--- src/rtl/fetch_unit.sv ---
// Instruction fetch front end: one-outstanding line fetcher feeding a
// 32-byte in-order byte buffer that the decoder drains from the front.
//
// state | meaning
// IDLE  | no request pending; wait for buffer room (cnt <= 16)
// REQ   | line request presented, waiting for memory handshake
// WAIT  | request accepted, waiting for the response strobe
// DROP  | accepted request became stale after a flush; discard its response
module fetch_unit #(
    parameter logic [63:0] RESET_PC = 64'h0
) (
    input  logic         clk,
    input  logic         rstn,
    input  logic         stall,
    input  logic         flush,
    input  logic [63:0]  flush_pc,
    output logic         imem_req_valid,
    output logic [63:0]  imem_req_addr,
    input  logic         imem_req_ready,
    input  logic         imem_resp_valid,
    input  logic [127:0] imem_resp_data,
    output logic [127:0] fet_bytes,
    output logic [4:0]   fet_count,
    output logic         fet_valid,
    output logic [63:0]  fet_pc,
    input  logic [4:0]   fet_consume
);

    typedef enum logic [1:0] {IDLE, REQ, WAIT, DROP} state_e;

    state_e       state_q;
    logic [255:0] buf_q;
    logic [255:0] buf_d;
    logic [5:0]   cnt_q;
    logic [5:0]   cnt_d;
    logic [63:0]  pc_q;
    logic [63:0]  pc_d;
    logic [63:0]  faddr_q;
    logic [3:0]   skip_q;

    logic [4:0]   consume;
    logic [5:0]   cnt_kept;
    logic [255:0] kept;
    logic [255:0] line;
    logic         append;
    logic         handshake;

    // Bytes above cnt are always held at zero, so the low 16 bytes of the
    // buffer can be presented directly without masking.
    assign fet_count      = (cnt_q > 6'd16) ? 5'd16 : cnt_q[4:0];
    assign fet_valid      = (cnt_q != 6'd0);
    assign fet_bytes      = buf_q[127:0];
    assign fet_pc         = pc_q;
    assign imem_req_valid = (state_q == REQ);
    assign imem_req_addr  = faddr_q;
    assign handshake      = imem_req_valid & imem_req_ready;
    assign append         = (state_q == WAIT) & imem_resp_valid & ~flush;

    // Next buffer contents: drop consumed bytes from the front, then place the
    // useful part of an arriving line right behind whatever remains.
    always_comb begin
        consume = 5'd0;
        if (!stall) begin
            consume = (fet_consume > fet_count) ? fet_count : fet_consume;
        end
        cnt_kept = cnt_q - {1'b0, consume};
        kept     = buf_q >> {consume, 3'b000};
        line     = {128'h0, imem_resp_data} >> {skip_q, 3'b000};
        buf_d    = kept;
        cnt_d    = cnt_kept;
        if (append) begin
            buf_d = kept | (line << {cnt_kept, 3'b000});
            cnt_d = cnt_kept + (6'd16 - {2'b00, skip_q});
        end
        pc_d = pc_q + {59'h0, consume};
    end

    // Fetch state machine plus buffer, PC and line-address registers.
    always_ff @(posedge clk or negedge rstn) begin
        if (!rstn) begin
            state_q <= IDLE;
            buf_q   <= '0;
            cnt_q   <= '0;
            pc_q    <= RESET_PC;
            faddr_q <= {RESET_PC[63:4], 4'h0};
            skip_q  <= RESET_PC[3:0];
        end else begin
            if (flush) begin
                buf_q   <= '0;
                cnt_q   <= '0;
                pc_q    <= flush_pc;
                faddr_q <= {flush_pc[63:4], 4'h0};
                skip_q  <= flush_pc[3:0];
            end else begin
                buf_q <= buf_d;
                cnt_q <= cnt_d;
                pc_q  <= pc_d;
                if (append) begin
                    faddr_q <= faddr_q + 64'd16;
                    skip_q  <= 4'h0;
                end
            end

            case (state_q)
                IDLE: begin
                    if (flush || (cnt_q <= 6'd16)) begin
                        state_q <= REQ;
                    end
                end
                REQ: begin
                    if (flush) begin
                        // An accepted-but-now-stale request still owes a response.
                        state_q <= handshake ? DROP : REQ;
                    end else if (handshake) begin
                        state_q <= WAIT;
                    end
                end
                WAIT: begin
                    if (flush) begin
                        state_q <= imem_resp_valid ? REQ : DROP;
                    end else if (imem_resp_valid) begin
                        state_q <= IDLE;
                    end
                end
                DROP: begin
                    if (imem_resp_valid) begin
                        state_q <= REQ;
                    end
                end
                default: state_q <= IDLE;
            endcase
        end
    end

endmodule

--- config.mk ---
export PLATFORM = sky130hd
export DESIGN_NAME = fetch_unit
export DESIGN_NICKNAME = d
export VERILOG_FILES = /design/src/rtl/fetch_unit.sv
export SDC_FILE = /design/constraint.sdc
export NUM_CORES = 2
export LEC_CHECK = 0
export BUFFER_PORTS_ARGS = -buffer_cell sky130_fd_sc_hd__buf_2
export CORE_UTILIZATION = 25
export DETAILED_ROUTE_END_ITERATION = 10
export PLACE_DENSITY = 0.49
export SLEW_MARGIN = 20
export SYNTH_ARGS = -nofsm -noshare
export SYNTH_HDL_FRONTEND = slang
export SYNTH_SLANG_ARGS = --single-unit
--- constraint.sdc ---
create_clock -name clk -period 7.72 [get_ports clk]
set_input_delay 0 -clock clk [delete_from_list [all_inputs] [get_ports clk]]
set_output_delay 0 -clock clk [all_outputs]
set_load 0.005 [all_outputs]
Word-level counts from Yosys, hierarchy flattened

Cells that the tools add are included.

Memory bits (read-only): 0
Word-level logic and storage cells: 55
RAM bits: 0
Memories kept: 0
Bits of input ports: 203
Output and inout bits: 263
Latch bits: 0
Register bits after elaboration: 396

$mul: 0
Reductions and logical operators: 5
Div/mod/pow operators: 0
Magnitude comparators: 3
Add/subtract/negate cells: 5
Equal/unequal tests: 7
Bitwise operators: 5
Multiplexer cells: 21
Shift operators: 3

Operators with widths:

| kind                                                            | number |
|---|---|
| 2-to-1 mux 256 bit                                              | 2 |
| OR 256 bit                                                      | 1 |
| left shift 256 x 9 -> 256 bit                                   | 1 |
| >> shifter 128 x 7 -> 256 bit                                   | 1 |
| >> shifter 256 x 8 -> 256 bit                                   | 1 |
| 2-to-1 mux 64 bit                                               | 3 |
| adder 64 x 5 -> 64 bit                                          | 1 |
| adder 64 x 5 -> 64 bit (second input constant)                  | 1 |
| 2-to-1 mux 2 bit                                                | 8 |
| 2-to-1 mux 5 bit                                                | 3 |
| 2-to-1 mux 6 bit                                                | 2 |
| 2-to-1 mux 4 bit                                                | 2 |
| one-hot mux 2 bit (4 select lines)                              | 1 |
| adder 6 bit                                                     | 1 |
| greater-than comparator 6 x 5 -> 1 bit (second input constant)  | 1 |
| less-or-equal comparator 6 x 5 -> 1 bit (second input constant) | 1 |
| nonzero test 6 bit                                              | 1 |
| subtractor 5 x 4 -> 6 bit (first input constant)                | 1 |
| subtractor 6 x 5 -> 6 bit                                       | 1 |
| greater-than comparator 5 bit                                   | 1 |
| equality test 2 bit (second input constant)                     | 2 |
| inequality test 2 bit (second input constant)                   | 2 |
| AND reduction 4 bit                                             | 1 |
| AND 1 bit                                                       | 3 |
| 7 further kinds                                                 | 7 |

Logic depth before layout (Yosys ltp)

Depth after elaboration: 10
Gate-level depth with buffers: 31
Gate-level depth less buffers: 22

Worst setup path after synthesis

No wires, ideal clock.

Kind: flip-flop to flip-flop
Start: reg cnt_q[5]
End: reg cnt_q[5]
Slack: 1.208 ns
Period minus slack after synthesis: 6.512 ns
Data required time: 7.588 ns
Arrival: 6.380 ns
Stages on the path, launching flop included: 30
Cells stage by stage: dfrtp_1 -> buf_2 -> or2_2 -> inv_2 -> nand2_1 -> ha_1 -> and4_1 -> buf_2 -> buf_2 -> a21oi_1 -> a21o_1 -> nor2_1 -> buf_4 -> buf_6 -> buf_2 -> buf_2 -> buf_2 -> ha_1 -> xnor2_1 -> clkinv_1 -> clkbuf_1 -> buf_1 -> clkbuf_1 -> ha_1 -> fa_1 -> a21o_1 -> a21oi_1 -> nor2_1 -> xnor2_1 -> nor2_1

Longest elaborated chain between the ends: 9

Ends and longest elaborated chain:

| what                                     | RTL line | text |
|---|---|---|
| start: declaration                       | 34       | `logic [5:0] cnt_q;` |
| start signal: assignment                 | 96       | `cnt_q <= cnt_d;` |
| greater-than comparator 6 x 5 -> 1 bit * | 50       | `assign fet_count = (cnt_q > 6'd16) ? 5'd16 : cnt_q[4:0];` |
| 2-to-1 mux 5 bit *                       | 50       |  |
| named net fet_count[4]                   | 23       | `output logic [4:0] fet_count,` |
| greater-than comparator 5 bit            | 64       | `consume = (fet_consume > fet_count) ? fet_count : fet_consume;` |
| 2-to-1 mux 5 bit *                       | 64       |  |
| 2-to-1 mux 5 bit *                       | 63       | `if (!stall) begin` |
| subtractor 6 x 5 -> 6 bit *              | 66       | `cnt_kept = cnt_q - {1'b0, consume};` |
| adder 6 bit                              | 73       | `cnt_d = cnt_kept + (6'd16 - {2'b00, skip_q});` |
| 2-to-1 mux 6 bit *                       | 71       | `if (append) begin` |
| 2-to-1 mux 6 bit *                       | 88       | `if (flush) begin` |

The timed path passes the listed nets; every way through them passes the cells marked *.
A chain may end at the register's enable or synchronous reset.

Worst setup path after layout

Start: reg cnt_q[4]
End: reg buf_q[99]

Longest elaborated chain between the ends: 10
Elaborated cells on any way between the ends: 11

Ends and longest elaborated chain:

| what                                   | RTL line | text |
|---|---|---|
| greater-than comparator 6 x 5 -> 1 bit | 50       |  |
| 2-to-1 mux 5 bit                       | 50       |  |
| greater-than comparator 5 bit          | 64       |  |
| 2-to-1 mux 5 bit                       | 64       |  |
| 2-to-1 mux 5 bit                       | 63       |  |
| subtractor 6 x 5 -> 6 bit              | 66       |  |
| left shift 256 x 9 -> 256 bit          | 72       | `buf_d = kept \| (line << {cnt_kept, 3'b000});` |
| OR 256 bit                             | 72       |  |
| 2-to-1 mux 256 bit *                   | 71       |  |
| 2-to-1 mux 256 bit *                   | 88       |  |
| end signal: assignment                 | 95       | `buf_q <= buf_d;` |
| end: declaration                       | 32       | `logic [255:0] buf_q;` |

Mark *: on every way between the ends. The rest lies on a longest branch, timed or not.

==> impl_metrics.env <==
export IMPL_status="completed"
export IMPL_ys_seq_area_frac=0.208
export IMPL_worst_path_max_fanout=44
export IMPL_first_iter_violations=8692
export IMPL_setup_ws_ns=0.364
export IMPL_grt_pass1_vias=54800
export IMPL_cp_start_kind="flop"
export IMPL_synth_ff_type="dfrtp_1"
export IMPL_dp_cells=8413
export IMPL_fin_crit_sh=0.953
export IMPL_cts_sinks=392
export IMPL_post_drt_via_cell_ratio=6.71
export IMPL_synth_top_area_share=0.208
export IMPL_htree_levels=2
export IMPL_core_area_um2=186000
export IMPL_synth_distinct_cells=102
export IMPL_power_internal_uw=11500
export IMPL_fin_cells=8624
export IMPL_criticalPathCategory="reg -> reg"
export IMPL_start_util=0.253
export IMPL_timing_fmax_mhz=136
export IMPL_hold_viol=0
export IMPL_worstSkewPairLatency_ns=0.75
export IMPL_fin_crit_ns=7.36
export IMPL_p_leak_uw=0.0225
export IMPL_switching_power_uw=21200
export IMPL_die_h_um=436
export IMPL_switching_share=0.648
export IMPL_wl_per_cell_um=44.1
export IMPL_overflow=0
export IMPL_io_pins=466
export IMPL_die_area_um2=190000
export IMPL_setup_tns_ns=0
export IMPL_relSlewSlack=0.124
export IMPL_finish_instance_area_um2=55100
export IMPL_synthArstFlopShare=1.00
export IMPL_syn_cell_area_um2=47100
export IMPL_die_w_um=436
export IMPL_grt_setup_unrepaired="no"
export IMPL_end_kind="flop"
export IMPL_clockPowerShare=0.089
export IMPL_holdCritPathClass="in -> reg"
export IMPL_yosys_area_top_type="dfrtp_1"
export IMPL_rows=158
export IMPL_cts_resized=0
export IMPL_place_ws_ns=0.670
export IMPL_area_delta_synth_final_pct=17.1
export IMPL_ant_nets=0
export IMPL_antenna_found_initial=35
export IMPL_cp_required_ns=8.31
export IMPL_placed_area_um2=52200
export IMPL_post_cts_buffers=0
export IMPL_drive_gt1_frac=0.232
export IMPL_ys_ff_latch=392
export IMPL_fin_nets=6311
export IMPL_cts_tree="yes"
export IMPL_gr_usage_all_layers=0.382
export IMPL_yosysWarnings=0
export IMPL_dp_hpwl_mm=287
export IMPL_powerDensity_nw_per_um2=594
export IMPL_cts_buffer_depth=3
export IMPL_grt_pass1_wl_mm=505
export IMPL_port_buffer_count=461
export IMPL_yosysMostFrequentCell="nand2_1"
export IMPL_comb_power_share=0.801
export IMPL_avgSynthCellArea_um2=8.08
export IMPL_cap_violations=0
export IMPL_tightest_slew_ns=1.30
export IMPL_netlist_top_cells_count="616 x nand2_1, 435 x nor2_1, 432 x mux2i_1"
export IMPL_synth_edf_count=0
export IMPL_setup_viol=0
export IMPL_peakVddDrop_v=0.000637
export IMPL_place_gp_congestion=1.04
export IMPL_cts_hold_buffers_added=86
export IMPL_fin_skew_ns=0.0693
export IMPL_arrival_ns=7.95
export IMPL_power_frac_seq=0.110
export IMPL_slew_viol_final=0
export IMPL_clk_pin_slew_ns=0.07
export IMPL_routed_wl_mm=380
export IMPL_firstDrtPassIters=10
export IMPL_grt_max_degree=122
export IMPL_synthTopCellsByArea="dfrtp_1 21%, mux2i_1 9.2%, mux2_2 6.3%"
export IMPL_numCtsBuffers=55
export IMPL_drcViolationCount=0
export IMPL_vias=57900
export IMPL_clockRootBuffer="clkbuf_16"
export IMPL_syn_inst=5825
export IMPL_holdWs_ns=0.0373
layout by cell type, fill, tap and decap left out, types with 28 or more instances in the layout:
master         count
a211oi_1          74
a21boi_0          53
a21oi_1          397
a221o_1          122
a221oi_1         108
a222oi_1          34
a22o_1            55
a22oi_1          145
a2bb2oi_1         28
a31oi_1           73
and3_1            61
buf_2            461
buf_4            324
clkbuf_16         55
dfrtp_1          388
dlygate4sd3_1     85
inv_1             40
mux2_2           264
mux2i_1          429
mux4_2           123
nand2_1          611
nand3_1          222
nand4_1           34
nor2_1           419
nor3_1            62
o2111a_1          32
o211ai_1         155
o21ai_0          373
o221ai_1          39
o22ai_1          111
o2bb2ai_1         28
xnor2_1           64
xor2_1            60
worst paths after layout:
kind                                    to  slack (ns)         start  cells after the start
worst min register to register  fet_pc[63]        0.58    fet_pc[63]                      2
worst max-delay path             buf_q[99]        0.36      cnt_q[4]                     20
max in group asynchronous        buf_q[59]        5.45          rstn                      5
worst min-delay path            fet_pc[22]        0.04  flush_pc[22]                      3
min in group asynchronous       fet_pc[22]        0.52          rstn                      4
worst max register to register   buf_q[99]        0.36      cnt_q[4]                     20
metal layers:
| layer | track usage | vias up | routed length (um) |
|---|---|---|---|
| met2 | 0.562 | 4480 | 158000 |
| met4 | 0.231 | 10 | 27800 |
| met5 | 0 | - | 63 |
| met1 | 0.498 | 29500 | 155000 |
| li1 | - | 22900 | - |
| met3 | 0.0989 | 960 | 39600 |
state kept, by name (all words and copies together), names as in the netlist:
signal,count
imem_req_addr,60
cnt_q,6
fet_pc,64
skip_q,4
state_q,2
buf_q,256
per-stage QoR:
stage	power (uW)	utilization
6_report	32700	0.296
5_1_grt	32800	0.296
4_1_cts	31300	0.295
3_5_place_dp	28300	0.280
3_3_place_gp	28500	0.280
2_1_floorplan	15700	-
area by class of cell:
class | count | area, um^2
Antenna cell | 24 | 60.1
Clock buffer | 77 | 1600
Clock inverter | 23 | 355
Fill cell | 20300 | 131000
Inverter | 55 | 221
Multi-Input combinational cell | 4676 | 33800
Sequential cell | 392 | 9820
Tap cell | 2480 | 3100
Timing Repair Buffer | 897 | 6100
power by group through the flow:
stage	combinational (uW)	clock [uW]	sequential, uW
6_report	26200	2900	3610
2_1_floorplan	12700	0	2950
5_1_grt	26200	2970	3610
3_5_place_dp	24700	0	3570
4_1_cts	24900	2900	3540
3_3_place_gp	24900	0	3570
critical path, stage by stage (launching register included):
cell and delay (ns):
dfrtp_1 0.46, or2_2 0.36, inv_2 0.12, nand2_1 0.11, ha_1 0.37, and4_1 0.71
and3_1 0.40, nor2_8 0.06, nand2_8 0.19, inv_2 0.08, ha_4 0.69, nor2b_1 0.64
buf_4 0.28, a22oi_1 0.09, o31ai_1 0.20, o21ai_0 0.57, nor2_1 0.33, nor2_1 0.16
o21ai_0 0.82, mux2i_1 0.15, o21ai_0 0.26
cell families (layout without fill, tap and decap cells):
group,after synthesis,after routing,share of synthesized area
xor gates and xnor gates,126,126,0.0235
adders and majority gates,31,31,0.00872
other,1,28,0.0000797
muxes,821,821,0.215
DFF,392,392,0.208
AOI/OAI and AO/OA,2107,2107,0.315
buffers and inverters,760,1052,0.0792
and+or+nand+nor,1587,1587,0.150
Note: power is estimated with default switching activity, not from simulation.
